$ cat config.mk
export PLATFORM = sky130hd
export DESIGN_NAME = cmp_branch_unit
export DESIGN_NICKNAME = d
export VERILOG_FILES = /design/src/rtl/cmp_branch_unit.sv
export SDC_FILE = /design/constraint.sdc
export NUM_CORES = 1
export LEC_CHECK = 0
export CORE_MARGIN = 4
export CORE_UTILIZATION = 50
export DETAILED_ROUTE_END_ITERATION = 7
export PLACE_DENSITY_LB_ADDON = 0.08
export REMOVE_ABC_BUFFERS = 1
export SLEW_MARGIN = 20
export SYNTH_ARGS = -nofsm -noshare
export SYNTH_HDL_FRONTEND = slang
export SYNTH_SLANG_ARGS = --single-unit
$ cat constraint.sdc
create_clock -name clk -period 4.65 [get_ports clk]
set_clock_uncertainty 0.15 [all_clocks]
set_input_delay 1.395 -clock clk [delete_from_list [all_inputs] [get_ports clk]]
set_output_delay 1.395 -clock clk [all_outputs]
set_load 0.05 [all_outputs]
$ cat src/rtl/cmp_branch_unit.sv
// Byte-serial compare/branch unit: SLT/SLTU and MIPS-style branch conditions.
// Compares four bytes MSB-first over a fixed five-cycle operation.
module cmp_branch_unit (
  input  logic        clk,
  input  logic        rst,
  input  logic        start,
  input  logic [2:0]  op,
  input  logic [31:0] a,
  input  logic [31:0] b,
  output logic        busy,
  output logic        done,
  output logic [31:0] result,
  output logic        lt,
  output logic        eq,
  output logic        taken
);

  typedef enum logic [1:0] {
    S_IDLE = 2'd0,
    S_CMP  = 2'd1,
    S_DONE = 2'd2
  } state_e;

  localparam logic [2:0] OP_SLT  = 3'b000;
  localparam logic [2:0] OP_SLTU = 3'b001;
  localparam logic [2:0] OP_BEQ  = 3'b010;
  localparam logic [2:0] OP_BNE  = 3'b011;
  localparam logic [2:0] OP_BLEZ = 3'b100;
  localparam logic [2:0] OP_BGTZ = 3'b101;
  localparam logic [2:0] OP_BLTZ = 3'b110;
  localparam logic [2:0] OP_BGEZ = 3'b111;

  state_e      state_q, state_d;
  logic [2:0]  op_q, op_d;
  logic [31:0] a_q, a_d;
  logic [31:0] b_q, b_d;
  logic [1:0]  idx_q, idx_d;
  logic        decided_q, decided_d;
  logic        lt_acc_q, lt_acc_d;
  logic        busy_q, busy_d;
  logic        done_q, done_d;
  logic [31:0] result_q, result_d;
  logic        lt_q, lt_d;
  logic        eq_q, eq_d;
  logic        taken_q, taken_d;

  logic [7:0]  byte_a;
  logic [7:0]  byte_b;
  logic        step_diff;
  logic        dec_n;
  logic        lt_n;
  logic        eq_n;
  logic [31:0] sign_flip;
  logic [31:0] b_in;

  function automatic logic branch_cond(
    input logic [2:0] f_op,
    input logic       f_lt,
    input logic       f_eq
  );
    logic r;
    r = 1'b0;
    unique case (f_op)
      OP_BEQ:  r = f_eq;
      OP_BNE:  r = ~f_eq;
      OP_BLEZ: r = f_lt | f_eq;
      OP_BGTZ: r = ~f_lt & ~f_eq;
      OP_BLTZ: r = f_lt;
      OP_BGEZ: r = ~f_lt;
      default: r = 1'b0;
    endcase
    return r;
  endfunction

  // Flipping bit 31 maps two's-complement order onto unsigned order.
  assign sign_flip = {(op != OP_SLTU), 31'b0};
  assign b_in      = op[2] ? 32'd0 : b;

  assign byte_a    = a_q[{idx_q, 3'b000} +: 8];
  assign byte_b    = b_q[{idx_q, 3'b000} +: 8];
  assign step_diff = (byte_a != byte_b);
  assign dec_n     = decided_q | step_diff;
  assign lt_n      = decided_q ? lt_acc_q : (byte_a < byte_b);
  assign eq_n      = ~dec_n;

  always_comb begin
    state_d   = state_q;
    op_d      = op_q;
    a_d       = a_q;
    b_d       = b_q;
    idx_d     = idx_q;
    decided_d = decided_q;
    lt_acc_d  = lt_acc_q;
    busy_d    = busy_q;
    done_d    = 1'b0;
    result_d  = result_q;
    lt_d      = lt_q;
    eq_d      = eq_q;
    taken_d   = taken_q;
    unique case (1'b1)
      (state_q == S_IDLE): begin
        if (start) begin
          state_d   = S_CMP;
          busy_d    = 1'b1;
          op_d      = op;
          a_d       = a ^ sign_flip;
          b_d       = b_in ^ sign_flip;
          idx_d     = 2'd3;
          decided_d = 1'b0;
          lt_acc_d  = 1'b0;
        end
      end
      (state_q == S_CMP): begin
        decided_d = dec_n;
        lt_acc_d  = lt_n;
        idx_d     = idx_q - 2'd1;
        if (idx_q == 2'd0) begin
          state_d = S_DONE;
          done_d  = 1'b1;
          eq_d    = eq_n;
          lt_d    = lt_n;
          result_d = op_q[2:1] == 2'b00 ?
                     {31'b0, lt_n} : 32'd0;
          taken_d = branch_cond(op_q, lt_n, eq_n);
        end
      end
      (state_q == S_DONE): begin
        state_d = S_IDLE;
        busy_d  = 1'b0;
      end
      default: begin
        state_d = S_IDLE;
        busy_d  = 1'b0;
      end
    endcase
  end

  always_ff @(posedge clk) begin
    if (rst) begin
      state_q   <= S_IDLE;
      op_q      <= 3'd0;
      a_q       <= 32'd0;
      b_q       <= 32'd0;
      idx_q     <= 2'd0;
      decided_q <= 1'b0;
      lt_acc_q  <= 1'b0;
      busy_q    <= 1'b0;
      done_q    <= 1'b0;
      result_q  <= 32'd0;
      lt_q      <= 1'b0;
      eq_q      <= 1'b0;
      taken_q   <= 1'b0;
    end else begin
      state_q   <= state_d;
      op_q      <= op_d;
      a_q       <= a_d;
      b_q       <= b_d;
      idx_q     <= idx_d;
      decided_q <= decided_d;
      lt_acc_q  <= lt_acc_d;
      busy_q    <= busy_d;
      done_q    <= done_d;
      result_q  <= result_d;
      lt_q      <= lt_d;
      eq_q      <= eq_d;
      taken_q   <= taken_d;
    end
  end

  assign busy   = busy_q;
  assign done   = done_q;
  assign result = result_q;
  assign lt     = lt_q;
  assign eq     = eq_q;
  assign taken  = taken_q;

endmodule
## Word-level counts from Yosys, hierarchy flattened

Index checks and enable logic that the tools add are counted.

- Output and inout port bits: 37
- Register bits after elaboration: 110
- Input port bits: 70

- Reduce and logical (&&, ||, !) cells: 10
- Add/subtract/negate cells: 1
- Equal/unequal tests: 11
- Bitwise logic cells: 8
- Mux-type cells: 15
- Magnitude comparators: 1
- Shift operators: 2

Operators with widths:

| cell | number |
|---|---|
| 32-bit by 6-bit variable part select with 8-bit output | 2 |
| 32-bit XOR | 2 |
| 32-bit 2-to-1 mux | 1 |
| 3-bit == test (second input constant) | 4 |
| 2-bit AND reduction | 5 |
| 8-bit less-than comparator | 1 |
| 8-bit != test | 1 |
| 2-bit case mux with 2 select lines | 2 |
| 3-bit by 2-bit == test with 1-bit output (second input constant) | 2 |
| 2-bit logical NOT | 3 |
| 2-bit 2-to-1 mux | 3 |
| 1-bit case mux with 2 select lines | 3 |
| 1-bit case mux with 6 select lines | 1 |
| 1-bit 2-to-1 mux | 5 |
| 3-bit by 1-bit != test with 1-bit output (second input constant) | 1 |
| 1-bit inverter | 3 |
| 2-bit by 1-bit == test with 1-bit output (second input constant) | 1 |
| 2-bit by 1-bit != test with 1-bit output (second input constant) | 1 |
| 2-bit != test (second input constant) | 1 |
| 1-bit bitwise OR | 2 |
| 2-bit nonzero test | 1 |
| 2-bit OR reduction | 1 |
| 2-bit by 1-bit subtractor with 2-bit output (second input constant) | 1 |
| 1-bit AND | 1 |

## Logic depth before layout (Yosys ltp)

Gate-level depths: netlist of the first run.

- Depth after elaboration: 6
- Gate-level depth with buffers: 10
- Depth with buffers taken out: 9

## Worst setup path after synthesis of the first run

No wires, ideal clock.

- Kind: reg-to-reg
- Start: register idx_q[0]
- End: register taken_q, in the netlist taken
- Cell stages (with the launch flop): 10
- Data required time: 4421 ps
- Data arrival time: 2683 ps
- Setup time: 79 ps
- Path buffers: 2
- Slack: 1737 ps
- Path through: dfxtp_1 -> buf_2 -> buf_4 -> mux4_2 -> ha_1 -> a211oi_1 -> o21ai_1 -> o21ai_2 -> mux2_1 -> a211oi_2

- Cells in the longest elaborated chain, start to end: 6
- Elaborated cells on any way between the ends: 13

Ends and longest elaborated chain:

| element | line | source |
|---|---|---|
| from (decl) | 37 | `logic [1:0] idx_q, idx_d;` |
| from (signal assigned) | 158 | `idx_q <= idx_d;` |
| 32-bit by 6-bit variable part select with 8-bit output, on equally long branches | 79, 80 |  |
| 8-bit less-than comparator or 8-bit != test (tied branches) | 83, 81 |  |
| 1-bit 2-to-1 mux or 1-bit bitwise OR (tied branches) | 83, 82 |  |
| 1-bit inverter, on equally long branches | 67, 69, 84 |  |
| 1-bit AND or 1-bit bitwise OR (tied branches) | 67, 66 |  |
| 1-bit case mux with 6 select lines | 63 | `unique case (f_op)` |
| to (signal assigned) | 166 | `taken_q <= taken_d;` |
| to (decl) | 45 | `logic taken_q, taken_d;` |

Several ways; a longest one is shown, not always the timed one.
A chain may end at the register's enable or synchronous reset.

## Worst setup path in the final report of the first run

- Start: input port start
- End: register b_q[12]

- Cells in the longest elaborated chain, start to end: 1

Ends and longest elaborated chain:

| element | line | source |
|---|---|---|
| from (decl) | 6 | `input logic start,` |
| 2-bit AND reduction (no source line) | - |  |
| to (signal assigned) | 143 | `b_q <= 32'd0;` |
| to (signal assigned) | 157 | `b_q <= b_d;` |
| to (decl) | 36 | `logic [31:0] b_q, b_d;` |

No other way between the ends.

==> results of run 1 <==
state kept, by name, summed over array words and instances, names as in the netlist:
register / flops
lt_acc_q: 1
a_q: 32
lt: 1
result: 1
idx_q: 2
b_q: 32
taken: 1
op_q: 3
decided_q: 1
state_q: 2
busy: 1
eq: 1
done: 1
cells by family (layout without fill, tap and decap cells):
group | Yosys count | in the layout | share of synthesized area [%]
buffers and inverters | 74 | 108 | 11.14
and+or+nand+nor | 173 | 173 | 22.01
DFF | 79 | 79 | 41.52
other | 1 | 31 | 0.09846
AOI/OAI and AO/OA | 84 | 84 | 11.83
muxes | 17 | 17 | 9.757
adders and majority gates | 9 | 9 | 2.957
xor gates and xnor gates | 3 | 3 | 0.6900
worst max-delay path by stage:
stage                from                   end  slack, ns  cells past startpoint
CTS                 start  b_q[12]$_SDFFE_PP0P_       1.40                      6
detailed placement  start  b_q[12]$_SDFFE_PP0P_       1.04                      6
global route        start  b_q[20]$_SDFFE_PP0P_       1.20                      6
global placement    start  b_q[13]$_SDFFE_PP0P_       1.09                      6
floorplan           start  b_q[31]$_SDFFE_PP0P_       1.41                      4
finish              start  b_q[12]$_SDFFE_PP0P_       1.38                      6
report_power, final:
group / total (mW) / switching, mW / internal (mW) / leakage [nW]
Combinational: 0.387 / 0.223 / 0.164 / 0.961
Clock: 0.433 / 0.244 / 0.189 / 0.0809
Sequential: 0.746 / 0.0267 / 0.719 / 0.647
Total: 1.57 / 0.494 / 1.07 / 1.69
routing by layer:
metal	vias to the layer above	global-route usage (%)	share of wire (%)
met5	-	0	0
met4	0	5.048	1.2
met3	9	6.077	6.8
met2	78	30.03	48
met1	1387	21.70	44
li1	1542	-	-
cell usage after synthesis (all sizes together):
| master | instances | share of area, % |
|---|---|---|
| ha | 9 | 3.0 |
| nand4 | 2 | 0.49 |
| o21ai | 2 | 0.36 |
| nand3 | 2 | 0.26 |
| or3 | 1 | 0.30 |
| buf | 46 | 8.4 |
| nand2b | 3 | 0.49 |
| nor3b | 1 | 0.20 |
| a21oi | 75 | 10 |
| nor2 | 12 | 1.2 |
| nor3 | 9 | 1.4 |
| clkbuf | 17 | 1.7 |
| nand2 | 106 | 11 |
| mux4 | 16 | 9.5 |
| mux2 | 1 | 0.30 |
| dfxtp | 79 | 42 |
| a211oi | 4 | 0.92 |
| a22oi | 1 | 0.20 |
| nand3b | 31 | 6.1 |
| nor2b | 5 | 0.82 |
| o211ai | 2 | 0.39 |
| inv | 11 | 1.1 |
| and2b | 1 | 0.20 |
| conb | 1 | 0.098 |
| xnor2 | 3 | 0.69 |
worst max-delay path, stage by stage:
cell and delay [ns]:
clkdlybuf4s50_1 0.47, nor2b_1 0.27, nand2b_2 0.56, buf_4 0.45, nand2_1 0.09, a21oi_1 0.05
per-stage QoR:
step / worst slack (ns) / hold slack (ns) / util, % / instance area, um2
6_report: 1.384 / 0.3016 / 63.29 / 4639
5_1_grt: 1.200 / 0.3188 / 63.29 / 4639
4_1_cts: 1.402 / 0.3032 / 63.29 / 4639
3_5_place_dp: 1.043 / 0.2926 / 61.07 / 4477
3_3_place_gp: 1.091 / 0.2847 / 61.07 / 4477
2_1_floorplan: 1.411 / 0.2726 / - / 3538
cell usage in the layout, fill, tap and decap left out, types with 5 or more instances in the layout:
cell,instances
nand3b_1,31
clkbuf_8,9
buf_4,6
nor2_1,12
clkdlybuf4s50_1,74
inv_1,11
nand2_1,105
a21oi_1,74
nor3_1,7
mux4_2,16
ha_1,9
nor2b_1,5
dfxtp_1,79
conb_1,31
final cells by class:
class	instances	area, um2
clock inverters	6	38.79
fillers	658	2691
flip-flops and latches	79	1582
multi-input cells	317	1919
inverters	11	41.29
repair buffers	82	810.8
clock buffers	9	123.9
well taps	99	123.9
==> impl_metrics.py, run 1 <==
metrics = {
    "setup_path": {
        "crit_fanout": 50,
        "arrival_ns": 3.33,
        "r2r_end": "taken$_SDFFE_PP0P_",
        "cp.required_ns": 4.72,
        "reg2reg_from": "idx_q[1]$_SDFFE_PP0P_",
        "end_kind": "flop",
        "r2r_cells": 9,
        "startpoint_type": "input port",
        "worst-r2r-setup-slack_ns": 1.65,
        "worstSetupPathType": "input port to flop",
    },
    "power_and_ir_drop": {
        "p_per_area_mw_per_mm2": 337.4,
        "p_total_mw": 1.565,
        "leakagePower_nw": 1.688,
        "irDropWorstVdd_uv": 160.5,
    },
    "floorplanning": {
        "std_cell_rows": 31,
        "start_util_pct": 51.95,
        "die_area_mm2": 0.009077,
        "die_h_um": 95.28,
        "die_x_um": 95.28,
        "io_pins": 107,
        "core_region_area_mm2": 0.007331,
    },
    "cells_and_area": {
        "drive_above_1_share_pct": 9.722,
        "area_growth_pct": 21.81,
        "antenna_cells": 0,
        "layout.nets": 579,
        "layout.cells.non_filler": 603,
    },
    "placement": {
        "dp_hpwl_mm": 5.558,
        "gp_congestion": 0.7896,
        "numPortBuffers": 75,
        "placedCellCount": 588,
    },
    "timing": {
        "setup_viol": 0,
        "finalCriticalPeriod_ns": 3.266,
        "rsz0062_at_grt": "no",
        "fin_setup_tns_ns": 0,
        "hold_viol_final": 0,
        "fmax_ghz": 0.3062,
        "slew_headroom_pct": 35.24,
        "maxSlewViolCount": 0,
        "period_share_pct": 70.24,
        "worstMarginPinSlew_ns": 0.9714,
    },
    "synthesis": {
        "synth-seq-cells": 79,
        "synth_cell_types": 33,
        "synth_area_per_cell_um2": 8.656,
        "synth_seq_area_share_pct": 41.52,
        "ys_warn_count": 0,
        "synth_area_mm2": 0.003809,
        "netlist_instances": 440,
    },
    "hold_path": {
        "min_path_cells": 2,
        "hp-class": "flop to flop",
        "min_from": "b_q[28]$_SDFFE_PP0P_",
        "min_to": "b_q[28]$_SDFFE_PP0P_",
    },
    "grt": {
        "grt_pass1_vias": 2729,
        "grt_overflow": 0,
        "grt.total_usage_pct": 17.86,
        "grt_max_degree": 51,
        "grt_antenna_before_repair": 0,
        "grt_pass1_wl_mm": 12.54,
    },
    "drt": {
        "drc_errors": 0,
        "postRouteAntennaNets": 0,
        "vias": 3016,
        "drt-total-wl_mm": 7.803,
        "drt-pass1-iter-count": 6,
        "wire_per_inst_um": 12.94,
        "vias_per_cell": 5.002,
        "drtIter0Drc": 58,
    },
    "job": {
        "drv_cap": 0,
    },
    "clock_network": {
        "ctsRootBufferMaster": "clkbuf_8",
        "cts_setup_buffers": 0,
        "numCtsBuffers": 9,
        "clock_latency_ns": 0.35,
        "cts_tree": "yes",
        "clk_pin_slew_ns": 0.07,
        "ctsHoldBuffers": 0,
        "cts.repair.resized": 0,
        "cts.sinks": 79,
        "htree_levels": 3,
        "clockBufferDepth": 2,
    },
    "status": {
        "outcome": "finished clean",
    },
}
No activity file was read; power rests on OpenSTA's default activity.
==> run 2: changes to the inputs <==
--- a/config.mk
+++ b/config.mk
@@ -6,7 +6,7 @@
 export NUM_CORES = 1
 export LEC_CHECK = 0
 export CORE_MARGIN = 4
-export CORE_UTILIZATION = 50
+export CORE_UTILIZATION = 43
 export DETAILED_ROUTE_END_ITERATION = 7
 export PLACE_DENSITY_LB_ADDON = 0.08
 export REMOVE_ABC_BUFFERS = 1
==> constraint.sdc (replaced) <==
create_clock -name clk -period 3 [get_ports clk]
set_clock_uncertainty 0.15 [all_clocks]
set_input_delay 0.9 -clock clk [delete_from_list [all_inputs] [get_ports clk]]
set_output_delay 0.9 -clock clk [all_outputs]
set_load 0.05 [all_outputs]
==> impl_metrics.py, run 2 (synthesis results as in run 1) <==
metrics = {
    "placement": {
        "numPortBuffers": 75,
        "dp_hpwl_mm": 5.930,
        "dp_slack_ns": 0.1635,
        "place_area_mm2": 0.004548,
        "gp_congestion": 0.7899,
        "placedCellCount": 600,
    },
    "setup_path": {
        "cp.buffers_inverters": 1,
        "slowest_delay_ns": 0.52,
        "cp_top_family": "multiplexers",
        "startpoint_type": "flop",
        "crit_fanout": 17,
        "crit_chain": "buf_12 -> mux4_2 -> ha_1 -> nor2b_1 -> o211ai_1 -> a21oi_2 -> o21ai_2 -> mux2_1 -> a211oi_2",
        "arrival_ns": 2.96,
        "worstSetupPathType": "flop to flop",
        "cp.required_ns": 3.11,
        "critPathSlowestCell": "mux4_2",
        "end_kind": "flop",
    },
    "timing": {
        "finalCriticalPeriod_ns": 2.850,
        "worstMarginPinSlew_ns": 0.6081,
        "maxSlewViolCount": 0,
        "setup_viol": 0,
        "setup_slack_ns": 0.1498,
        "period_share_pct": 95.01,
        "hold_viol_final": 0,
        "holdWs_ns": 0.3060,
        "fmax_ghz": 0.3509,
        "slew_headroom_pct": 59.34,
        "fin_setup_tns_ns": 0,
    },
    "drt": {
        "drc_errors": 0,
        "drtIter0Drc": 123,
        "postRouteAntennaNets": 0,
        "wire_per_inst_um": 13.45,
        "drt-pass1-iter-count": 4,
        "vias_per_cell": 4.856,
        "drt-total-wl_mm": 8.324,
        "vias": 3006,
    },
    "clock_network": {
        "clock_latency_ns": 0.34,
        "clk_pin_slew_ns": 0.08,
        "htree_levels": 3,
        "cts.sinks": 79,
        "cts_tree": "yes",
        "numCtsBuffers": 9,
        "ctsRootBufferMaster": "clkbuf_8",
        "clockBufferDepth": 2,
        "cts.repair.resized": 0,
    },
    "hold_path": {
        "hp-class": "flop to flop",
    },
    "floorplanning": {
        "io_pins": 107,
        "die_h_um": 102.1,
        "start_util_pct": 43.89,
        "die_x_um": 102.1,
        "std_cell_rows": 34,
        "die_area_mm2": 0.01043,
        "core_region_area_mm2": 0.008678,
    },
    "cells_and_area": {
        "drive_above_1_share_pct": 10.57,
        "fillers": 803,
        "layout.nets": 585,
        "final_common_cell": "nand2_1",
        "multi_input_area_mm2": 0.001919,
        "reg_top3": "a_q x32, b_q x32, op_q x3",
        "antenna_cells": 0,
        "fin_area_mm2": 0.004785,
        "most-common-layout-cells": "nand2_1, dfxtp_1, a21oi_1, clkdlybuf4s50_1",
        "fin_util_pct": 55.13,
        "regArea_mm2": 0.001582,
        "layout.cells.non_filler": 619,
        "area_growth_pct": 25.62,
    },
    "grt": {
        "grt_max_degree": 80,
        "grt.total_usage_pct": 16.09,
        "grt_overflow": 0,
        "grt_pass1_vias": 2812,
        "grt_antenna_before_repair": 0,
        "grt_pass1_wl_mm": 13.25,
    },
    "status": {
        "outcome": "finished clean",
    },
    "job": {
        "drv_cap": 0,
    },
    "power_and_ir_drop": {
        "irDropWorstVdd_uv": 252.0,
        "leakagePower_nw": 1.745,
        "p_per_area_mw_per_mm2": 556.8,
        "p_total_mw": 2.664,
    },
}
## run 2: cell type report
type,count,share of cell area (%)
clock buffers,11,2.746
flip-flops and latches,79,33.05
clock inverters,5,1.726
well taps,108,2.824
repair buffers,88,18.67
inverters,11,0.8630
multi-input cells,317,40.12
## run 2: worst reg2reg max path: cells and delay by family (launching register included)
| family | cells | cell delay, ns |
|---|---|---|
| flops | 1 | 0.38 |
| fa+ha+maj | 1 | 0.32 |
| buf+inv | 1 | 0.19 |
| compound gates | 4 | 0.71 |
| mux | 2 | 0.89 |
| simple gates | 1 | 0.13 |
## run 2: final timing paths
kind / start / endpoint / slack, ns / cells after the start
worst max-delay path: idx_q[0]$_SDFFE_PP0P_ / taken$_SDFFE_PP0P_ / 0.15 / 9
worst min-delay path: b_q[0]$_SDFFE_PP0P_ / b_q[0]$_SDFFE_PP0P_ / 0.31 / 2
worst max register to register: idx_q[0]$_SDFFE_PP0P_ / taken$_SDFFE_PP0P_ / 0.15 / 9
worst min register to register: b_q[0]$_SDFFE_PP0P_ / b_q[0]$_SDFFE_PP0P_ / 0.31 / 2
## run 2: metal layers
layer	routed length (um)	GRT usage [%]	up-vias
li1	-	-	1551
met1	3839	21.44	1362
met2	3902	25.89	79
met3	432	3.140	14
met4	148	6.155	0
met5	0	0	-
## run 2: report_power, final
group / internal, mW / leakage, nW / switching (mW)
sequential: 1.11 / 0.647 / 0.0390
clock: 0.469 / 0.0958 / 0.384
combinational: 0.295 / 1.00 / 0.363
total: 1.88 / 1.74 / 0.786
## run 2: timing repair
item,4_1_cts,5_1_grt
endpoints found under the hold margin,0,0
buffers inserted,0,3
endpoints found under the setup margin,0,1
hold buffers,0,0
==> run 3: changes to the inputs <==
--- a/config.mk
+++ b/config.mk
@@ -6,7 +6,8 @@
 export NUM_CORES = 1
 export LEC_CHECK = 0
 export CORE_MARGIN = 4
-export CORE_UTILIZATION = 43
+export CORE_UTILIZATION = 45
+export CTS_BUF_LIST = sky130_fd_sc_hd__clkbuf_2
 export DETAILED_ROUTE_END_ITERATION = 7
 export PLACE_DENSITY_LB_ADDON = 0.08
 export REMOVE_ABC_BUFFERS = 1
==> impl_metrics.py, run 3 (synthesis results as in run 1) <==
metrics = {
    "status": {
        "outcome": "finished clean",
    },
    "setup_path": {
        "end_kind": "flop",
        "r2r_cells": 9,
        "worst-r2r-setup-slack_ns": 0.20,
        "crit_fanout": 7,
        "arrival_ns": 3.11,
        "startpoint_type": "flop",
        "r2r_end": "taken$_SDFFE_PP0P_",
        "reg2reg_from": "idx_q[0]$_SDFFE_PP0P_",
        "cp.required_ns": 3.31,
        "worstSetupPathType": "flop to flop",
    },
    "clock_network": {
        "cts.sinks": 79,
        "numCtsBuffers": 9,
        "clockBufferDepth": 2,
        "ctsRootBufferMaster": "clkbuf_2",
        "clk_pin_slew_ns": 0.22,
        "cts_tree": "yes",
        "clock_latency_ns": 0.50,
        "htree_levels": 3,
    },
    "floorplanning": {
        "die_h_um": 100,
        "start_util_pct": 46.35,
        "core_region_area_mm2": 0.008217,
        "io_pins": 107,
        "die_area_mm2": 0.01000,
        "die_x_um": 100,
        "std_cell_rows": 33,
    },
    "timing": {
        "maxSlewViolCount": 0,
        "setup_slack_ns": 0.1969,
        "slew_headroom_pct": 62.52,
        "holdWs_ns": 0.3145,
        "fmax_ghz": 0.3567,
        "rsz0062_at_grt": "no",
        "setup_viol": 0,
        "period_share_pct": 93.44,
        "hold_viol_final": 0,
        "worstMarginPinSlew_ns": 0.5610,
        "finalCriticalPeriod_ns": 2.803,
    },
    "drt": {
        "drtIter0Drc": 76,
        "drc_errors": 0,
        "drt-total-wl_mm": 8.015,
        "vias_per_cell": 4.969,
        "drt-pass1-iter-count": 4,
        "wire_per_inst_um": 13.03,
        "postRouteAntennaNets": 0,
        "vias": 3056,
    },
    "hold_path": {
        "hp-class": "flop to flop",
        "min_to": "b_q[22]$_SDFFE_PP0P_",
        "min_path_cells": 2,
        "min_from": "b_q[22]$_SDFFE_PP0P_",
    },
    "grt": {
        "grt_antenna_before_repair": 0,
        "grt_overflow": 0,
        "grt_pass1_vias": 2865,
        "grt_max_degree": 48,
        "grt_pass1_wl_mm": 13.23,
        "grt.total_usage_pct": 16.61,
    },
    "job": {
        "drv_cap": 0,
    },
    "placement": {
        "gp_congestion": 0.7560,
        "numPortBuffers": 75,
        "dp_slack_ns": 0.2233,
        "dp_hpwl_mm": 5.921,
        "placedCellCount": 598,
        "place_area_mm2": 0.004514,
    },
    "cells_and_area": {
        "layout.nets": 584,
        "fin_util_pct": 56.51,
        "area_growth_pct": 21.91,
        "multi_input_area_mm2": 0.001919,
        "fillers": 787,
        "fin_area_mm2": 0.004643,
        "layout.cells.non_filler": 615,
        "final_common_cell": "nand2_1",
        "regArea_mm2": 0.001582,
        "drive_above_1_share_pct": 10.59,
        "antenna_cells": 0,
        "most-common-layout-cells": "nand2_1, dfxtp_1, a21oi_1, clkdlybuf4s50_1",
        "reg_top3": "a_q x32, b_q x32, op_q x3",
    },
    "power_and_ir_drop": {
        "irDropWorstVdd_uv": 216.4,
        "p_per_area_mw_per_mm2": 504.7,
        "leakagePower_nw": 1.703,
    },
}
==> run 3: cell count changes in the layout (fill, tap and decap cells not counted), sizes merged <==
cell	delta
buf	-1
clkbuf	-2
bufinv	-1
clkinvlp	-2
clkinv	+4
inv	+1
==> run 3: metrics by stage <==
stage | power (mW) | TNS (ns)
detailed placement | 1.791 | 0
global placement | 1.781 | 0
floorplan | 1.567 | -0.1204
finish | 2.343 | 0
global route | 2.486 | 0
CTS | 2.359 | 0
==> run 3: worst max path at each step <==
stage	cells after the start	endpoint	slack [ns]	startpoint
3_5_place_dp	9	taken$_SDFFE_PP0P_	0.22	idx_q[0]$_SDFFE_PP0P_
3_3_place_gp	9	taken$_SDFFE_PP0P_	0.30	idx_q[0]$_SDFFE_PP0P_
5_1_grt	8	taken$_SDFFE_PP0P_	0.01	idx_q[0]$_SDFFE_PP0P_
4_1_cts	9	taken$_SDFFE_PP0P_	0.16	idx_q[0]$_SDFFE_PP0P_
6_report	9	taken$_SDFFE_PP0P_	0.20	idx_q[0]$_SDFFE_PP0P_
2_1_floorplan	7	taken$_SDFFE_PP0P_	-0.12	idx_q[0]$_SDFFE_PP0P_
==> run 3: worst max-delay path, stage by stage (launching register included) <==
cell and delay [ns]:
dfxtp_1 0.40, buf_6 0.16, mux4_2 0.51, ha_1 0.32
nor2b_1 0.13, o211ai_1 0.18, a21oi_2 0.09, o21ai_2 0.22
mux2_1 0.36, a211oi_2 0.22
==> run 3: layout make-up <==
| type | count | area share (%) |
|---|---|---|
| sequential | 79 | 34.06 |
| clock buffer | 9 | 0.9701 |
| clock inverter | 7 | 1.563 |
| timing repair buffer | 87 | 18.35 |
| tap | 105 | 2.829 |
| multi-input combinational | 317 | 41.34 |
| inverter | 11 | 0.8892 |
==> run 3: what timing repair did <==
item | CTS | global route
hold buffers | 0 | 0
setup endpoints to repair | 0 | 1
resized for setup | 0 | 1
buffers inserted | 0 | 1
==> run 3: power breakdown <==
part | internal (mW) | switching [mW]
registers | 1.12 | 0.0387
logic | 0.270 | 0.350
clock network | 0.194 | 0.373
==> run 3: routing by layer <==
layer | part of all wire (%) | track usage, %
met1 | 44 | 21.24
met2 | 50 | 27.45
met3 | 5.0 | 4.656
met4 | 0.77 | 4.974
met5 | 0 | 0
